==> config.mk <==
export PLATFORM = sky130hd
export DESIGN_NAME = fifo_adc_stream_ctrl
export DESIGN_NICKNAME = d
export VERILOG_FILES = /design/src/rtl/fifo_adc_stream_ctrl.sv
export SDC_FILE = /design/constraint.sdc
export NUM_CORES = 1
export LEC_CHECK = 0
export ABC_AREA = 0
export CAP_MARGIN = 25
export CORE_MARGIN = 3
export CORE_UTILIZATION = 45
export DETAILED_ROUTE_END_ITERATION = 7
export GPL_TIMING_DRIVEN = 0
export HOLD_SLACK_MARGIN = 0.08
export PLACE_DENSITY = 0.73
export SYNTH_ARGS = -nofsm -noshare
export SYNTH_HDL_FRONTEND = slang
export SYNTH_SLANG_ARGS = --single-unit
export TNS_END_PERCENT = 5
==> constraint.sdc <==
create_clock -name Clk_i -period 8.8 [get_ports Clk_i]
set_input_delay 1.76 -clock Clk_i [delete_from_list [all_inputs] [get_ports Clk_i]]
set_output_delay 1.76 -clock Clk_i [all_outputs]
set_load 0.02 [all_outputs]
==> src/rtl/fifo_adc_stream_ctrl.sv <==
// ADC sample FIFO sequencer: write gating, AXI-Stream framing with TLAST, overflow flag.
// Optional dropped-sample counter port DropCnt_o when FIFO_ADC_DROP_CNT_EN is defined.
module fifo_adc_stream_ctrl #(
    parameter int FRAME_LEN_W = 16,
    parameter int CNT_W       = 32
) (
    input  logic                   Clk_i,
    input  logic                   Rst_n_i,
    input  logic                   Enable_i,
    input  logic [FRAME_LEN_W-1:0] FrameLen_i,
    input  logic                   AdcValid_i,
    input  logic                   FifoFull_i,
    input  logic                   FifoEmpty_i,
    input  logic                   AxisReady_i,
    input  logic                   OvfClr_i,
    output logic                   FifoWriteEn_o,
    output logic                   FifoReadEn_o,
    output logic                   AxisValid_o,
    output logic                   AxisLast_o,
    output logic                   Overflow_o,
    output logic                   Busy_o,
    output logic [CNT_W-1:0]       FrameCnt_o
`ifdef FIFO_ADC_DROP_CNT_EN
    ,
    output logic [CNT_W-1:0]       DropCnt_o
`endif
);

    typedef enum logic [1:0] {
        S_IDLE,
        S_CAPTURE,
        S_STOPPING
    } state_t;

    localparam logic [FRAME_LEN_W-1:0] ONE_LEN = FRAME_LEN_W'(1);
    localparam logic [CNT_W-1:0]       ONE_CNT = CNT_W'(1);

    state_t                 r_state;
    logic [FRAME_LEN_W-1:0] r_len;
    logic [FRAME_LEN_W-1:0] r_wr_cnt;
    logic [FRAME_LEN_W-1:0] r_rd_cnt;
    logic [CNT_W-1:0]       r_frame_cnt;
    logic                   r_ovf;

    logic                   w_active;
    logic                   w_wr;
    logic                   w_drop;
    logic                   w_rd;
    logic                   w_drained;
    logic                   w_start;
    logic                   w_wr_last;
    logic                   w_rd_last;
    logic [FRAME_LEN_W-1:0] w_last_idx;
    logic [FRAME_LEN_W-1:0] w_len_eff;

    assign w_active   = (r_state == S_CAPTURE) | (r_state == S_STOPPING);
    assign w_wr       = w_active & AdcValid_i & ~FifoFull_i;
    assign w_drop     = w_active & AdcValid_i & FifoFull_i;
    assign w_rd       = ~FifoEmpty_i & AxisReady_i;
    assign w_drained  = FifoEmpty_i & (r_rd_cnt == '0);
    assign w_start    = (r_state == S_IDLE) & Enable_i & w_drained;
    // A zero length request degenerates to single-beat frames.
    assign w_len_eff  = (FrameLen_i == '0) ? ONE_LEN : FrameLen_i;
    assign w_last_idx = r_len - ONE_LEN;
    assign w_wr_last  = w_wr & (r_wr_cnt == w_last_idx);
    assign w_rd_last  = r_rd_cnt == w_last_idx;

    assign FifoWriteEn_o = w_wr;
    assign AxisValid_o   = ~FifoEmpty_i;
    assign FifoReadEn_o  = w_rd;
    assign AxisLast_o    = ~FifoEmpty_i & w_rd_last;
    assign Overflow_o    = r_ovf;
    assign Busy_o        = (r_state != S_IDLE) | ~w_drained;
    assign FrameCnt_o    = r_frame_cnt;

    always_ff @(posedge Clk_i or negedge Rst_n_i) begin
        if (!Rst_n_i) begin
            r_state <= S_IDLE;
            r_len   <= '0;
        end else begin
            unique case (r_state)
                S_IDLE: begin
                    if (w_start) begin
                        r_state <= S_CAPTURE;
                        r_len   <= w_len_eff;
                    end
                end
                S_CAPTURE: begin
                    if (!Enable_i) begin
                        if (r_wr_cnt == '0 || w_wr_last)
                            r_state <= S_IDLE;
                        else
                            r_state <= S_STOPPING;
                    end
                end
                S_STOPPING: begin
                    if (w_wr_last)
                        r_state <= S_IDLE;
                end
                default: r_state <= S_IDLE;
            endcase
        end
    end

    always_ff @(posedge Clk_i or negedge Rst_n_i) begin
        if (!Rst_n_i) begin
            r_wr_cnt    <= '0;
            r_frame_cnt <= '0;
        end else if (w_start) begin
            r_wr_cnt    <= '0;
            r_frame_cnt <= '0;
        end else if (w_wr) begin
            r_wr_cnt <= w_wr_last ? '0 : r_wr_cnt + ONE_LEN;
            if (w_wr_last)
                r_frame_cnt <= r_frame_cnt + ONE_CNT;
        end
    end

    // Read beats are counted against the same latched length, so TLAST tracks write frames.
    always_ff @(posedge Clk_i or negedge Rst_n_i) begin
        if (!Rst_n_i)
            r_rd_cnt <= '0;
        else if (w_rd)
            r_rd_cnt <= w_rd_last ? '0 : r_rd_cnt + ONE_LEN;
    end

    always_ff @(posedge Clk_i or negedge Rst_n_i) begin
        if (!Rst_n_i)
            r_ovf <= 1'b0;
        else if (w_drop)
            r_ovf <= 1'b1;
        else if (OvfClr_i)
            r_ovf <= 1'b0;
    end

`ifdef FIFO_ADC_DROP_CNT_EN
    logic [CNT_W-1:0] r_drop_cnt;

    assign DropCnt_o = r_drop_cnt;

    always_ff @(posedge Clk_i or negedge Rst_n_i) begin
        if (!Rst_n_i)
            r_drop_cnt <= '0;
        else if (OvfClr_i || w_start)
            r_drop_cnt <= '0;
        else if (w_drop && !(&r_drop_cnt))
            r_drop_cnt <= r_drop_cnt + ONE_CNT;
    end
`else
`endif

endmodule

# Word-level counts from Yosys, hierarchy flattened
# Index checks and enable logic that the tools add are counted.
[totals]
ff_bits = 83
inputBits = 24
out_inout_bits = 38
word_cells = 58
[classes]
addsub = 4
n_eq_ne = 7
muxes = 15
bitwise = 14
reduce_logical = 12
[op_table]
columns = ["op", "n"]
rows = [
  ["32-bit 2-to-1 mux", 3],
  ["16-bit 2-to-1 mux", 5],
  ["16-bit zero test", 3],
  ["16-bit by 1-bit adder with 16-bit output, second input constant", 2],
  ["32-bit by 1-bit adder with 32-bit output, second input constant", 1],
  ["16-bit equality test", 2],
  ["16-bit by 1-bit subtractor with 16-bit output, second input constant", 1],
  ["1-bit bitwise AND", 9],
  ["2-bit 2-to-1 mux", 4],
  ["2-bit nonzero test", 4],
  ["2-bit inequality test, second input constant", 3],
  ["2-bit case mux with 3 select lines", 1],
  ["2-bit AND reduction", 2],
  ["1-bit NOT", 3],
  ["3-bit AND reduction", 1],
  ["2-bit by 1-bit equality test with 1-bit output, second input constant", 1],
  ["2-bit equality test, second input constant", 1],
  ["2-bit zero test", 1],
  ["1-bit 2-to-1 mux", 2],
  ["1-bit OR", 2],
  ["1-bit logical OR", 1],
]

# Logic depth before layout (Yosys ltp)
[depth]
ltp_word = 9
mapped_depth = 12
depth_no_buf = 10

# Least setup slack after synthesis
# OpenSTA, ideal clock, no wires.
[synth_timing]
kind = "flip-flop to output port"
from = "register r_len[0]"
to = "output AxisLast_o"
arrival_ns = 3.007
required_time_ns = 7.040
path_slack_ns = 4.033
path_stages_with_launch = 7
n_path_buf = 1
path_cell_list = "dfrtp_1 > buf_2 > or4_4 > or4_1 > xnor2_1 > or4_1 > nor4_1"
[synth_via]
elab_chain_cells = 3
[synth_rtl]
columns = ["element", "line", "rtl"]
rows = [
  ["start: declaration", "39", "logic [FRAME_LEN_W-1:0] r_len;"],
  ["start signal: assignment", "85", "r_len <= w_len_eff;"],
  ["16-bit by 1-bit subtractor with 16-bit output", "64", "assign w_last_idx = r_len - ONE_LEN;"],
  ["16-bit equality test", "66", "assign w_rd_last = r_rd_cnt == w_last_idx;"],
  ["1-bit bitwise AND", "71", "assign AxisLast_o = ~FifoEmpty_i & w_rd_last;"],
  ["end: declaration", "19", "output logic AxisLast_o,"],
]
# Every way passes these cells.

# Worst setup path after layout
# Ends and elaborated chain as after synthesis.

==> metrics <==
run status completed; Root Driver clkbuf_16; # H-tree levels 3; post_cts resized 0; Layout Skew 0.00878 ns; largest net degree at the start of global routing 44; synthesized cell area 0.00566 mm2; async set-reset flop share out of synthesis 1.00; Initial Util 0.466; CP Max Fanout 7; slew margin rel. 0.330; Pwr Total 1.50 mW; worst slew pin tran 1.00 ns; layout cells sized above 1 0.0630; final antenna-violating net count 0; DP Worst Slack 3.23 ns; first-pass GRT wire length 25700 um; cts hold-fix bufs 0; Min-Delay Path Class flip-flop to flip-flop; vias in the first global route between 4000 and 5000; Crit. End Element output port; drt first pass iters 5; Period Utilization, post-route 0.679; gr usage total 0.225; clock buffer depth 2; Post-synth EDFFs 0; chip height 118 um; hpwl dp roughly 11000 um; PnR worst setup slack 2.82 ns; CTS sink cnt 83; Critical-path top delay cell nor3b_1; Largest stage delay, worst path 0.83 ns; maximum clock frequency 167 MHz; area grow syn2layout 20.0%; CTS tree yes; Yosys cell types 60; via count 5102; cell row count 40; type of origin of the critical path flip-flop; Hold Vio Cnt, Final 0; total CTS buffers 9; fin crit period 5.98 ns; initial antenna violation count 0; synth warn 0; clk slew on worst S/H paths roughly 0.06 ns; CP arrival 4.22 ns; Iter 0 DRT Violations 340; CP Cell Sequence buf_2 -> inv_1 -> ha_1 -> nor3b_1 -> nand2_1 -> xnor2_1 -> nand3_1 -> or4_1 -> nor4_1 -> clkdlybuf4s50_1; DRC violations left 0; core region area 0.0122 mm2; vias per cell 5.68; synthesized net count 685; die area between 0.01 and 0.015 mm2; endpoints failing setup 0; Pwr Density between 200 and 250 mW/mm2; Nets around 760; register area share after synthesis 0.367; GRT overflow 0; Final Wtd Congestion just over 0.9; IO Port Bufs 61; DRT Wirelength roughly 15000 um; Clk Latency, worst-skew pair 0.35 ns; Req. time, crit path 7.04 ns; postcts setup bufs 0; Yosys reg bits between 80 and 90; Die W 118 um; wire length per cell 17.1 um; syn_area_per_cell 8.68 um2; Worst VDD drop 0.118 mV; unrepaired setup endpoints after global routing false; final setup TNS 0 ns; Max Slew Vio Count 0; I/O Pins between 60 and 70; Max Cap Viol 0; worst setup path category flip-flop to output port; diode count 0; Synth Instances 652; Leak ~2.8 nW; fillers 1133; Main synth FF type dfrtp_1
cells in the mapped netlist (10+ instances only):
cell        n  area (um2)
dfrtp_1    83        2080
nand4_1    25         156
nand2_1   107         402
inv_1      18        67.6
xor2_1     29         254
xnor2_1    28         245
nand2b_1   34         213
nor3_1     37         185
o21ai_0    14        70.1
nor4_2     10         125
clkbuf_1   29         109
nand3_1    30         150
nor4_1     16         100
mux2i_1    33         330
nor2_1     45         169
report_power, final:
group / switching, mW / total, mW / internal (mW)
clock: 0.158 / 0.384 / 0.226
combinational: 0.385 / 0.633 / 0.249
sequential: 0.0536 / 0.482 / 0.429
sequential cells by signal (all words and copies together), names as in the netlist:
name	flops
r_rd_cnt	16
r_wr_cnt	16
r_state	2
r_len	16
FrameCnt_o	32
Overflow_o	1
through the flow:
stage               std cells  instance area, um2  hold slack, ns   util
finish                    898                6800           0.529  0.559
global route              898                6800           0.554  0.559
CTS                       898                6800           0.531  0.559
detailed placement        882                6500           0.523  0.534
global placement          881                6480           0.524  0.533
floorplan                 652                5660           0.519      -
cells in the final DEF (no fill, tap or decap), types with 4 or more instances in the layout:
| cell type | instances |
|---|---|
| or3_1 | 7 |
| buf_2 | 7 |
| nor3_1 | 37 |
| inv_1 | 18 |
| buf_1 | 4 |
| and3_1 | 7 |
| nor4_2 | 10 |
| xnor3_1 | 6 |
| nor4_1 | 16 |
| clkdlybuf4s50_1 | 60 |
| xor2_1 | 29 |
| o21ai_0 | 14 |
| nand2b_1 | 34 |
| xnor2_1 | 28 |
| mux2i_1 | 33 |
| ha_1 | 9 |
| and2_1 | 7 |
| and4_1 | 7 |
| nand2_1 | 107 |
| clkbuf_16 | 9 |
| dfrtp_1 | 83 |
| nand4_1 | 25 |
| or4_1 | 6 |
| nor2_1 | 45 |
| a21oi_1 | 6 |
| clkbuf_1 | 30 |
| nand3_1 | 30 |
worst max-delay path: cells and delay by family, from the launching register on:
kind | cells | cell delay [ns]
XOR/XNOR | 1 | 0.24
adder cells (fa/ha/maj) | 1 | 0.20
buffers and inverters | 3 | 0.91
flip-flops | 1 | 0.35
AND/OR/NAND/NOR | 5 | 2.15
routing by layer:
metal,wire length [um],part of all wire,vias up,GRT usage
li1,-,-,2431,-
met1,6980,0.46,2510,0.318
met2,7280,0.48,146,0.350
met3,790,0.052,15,0.0368
met4,273,0.018,0,0.0784
met5,0,0,-,0
final timing paths:
| check | from | endpoint | slack [ns] | cells past startpoint |
|---|---|---|---|---|
| min | Overflow_o$_DFFE_PN0P_ | Overflow_o$_DFFE_PN0P_ | 0.53 | 2 |
| min in group asynchronous | Rst_n_i | r_len[7]$_DFFE_PN0P_ | 1.40 | 1 |
| max reg2reg | r_len[0]$_DFFE_PN0P_ | r_wr_cnt[0]$_DFFE_PN0P_ | 4.83 | 11 |
| max | r_len[0]$_DFFE_PN0P_ | AxisLast_o | 2.82 | 10 |
| min reg2reg | Overflow_o$_DFFE_PN0P_ | Overflow_o$_DFFE_PN0P_ | 0.53 | 2 |
| max in group asynchronous | Rst_n_i | FrameCnt_o[18]$_DFFE_PN0P_ | 6.78 | 2 |
kinds of logic after synthesis:
group	count (synthesis)	synth area share
AND/OR/NAND/NOR	362	0.345
flip-flops	83	0.367
XOR/XNOR	63	0.112
buffers and inverters	60	0.0426
AO/OA/AOI/OAI	42	0.0553
multiplexers	33	0.0583
adder cells (fa/ha/maj)	9	0.0199
cell type report:
class / instances / area (um2) / area share
Clock buffer: 11 / 243 / 0.0357
Timing Repair Buffer: 62 / 628 / 0.0924
Clock inverter: 5 / 52.6 / 0.00773
Buffer: 41 / 170 / 0.0250
Multi-Input combinational cell: 509 / 3340 / 0.492
Sequential cell: 83 / 2080 / 0.306
Tap cell: 168 / 210 / 0.0309
Inverter: 19 / 71.3 / 0.0105
Power figures use the tool's default switching activity.
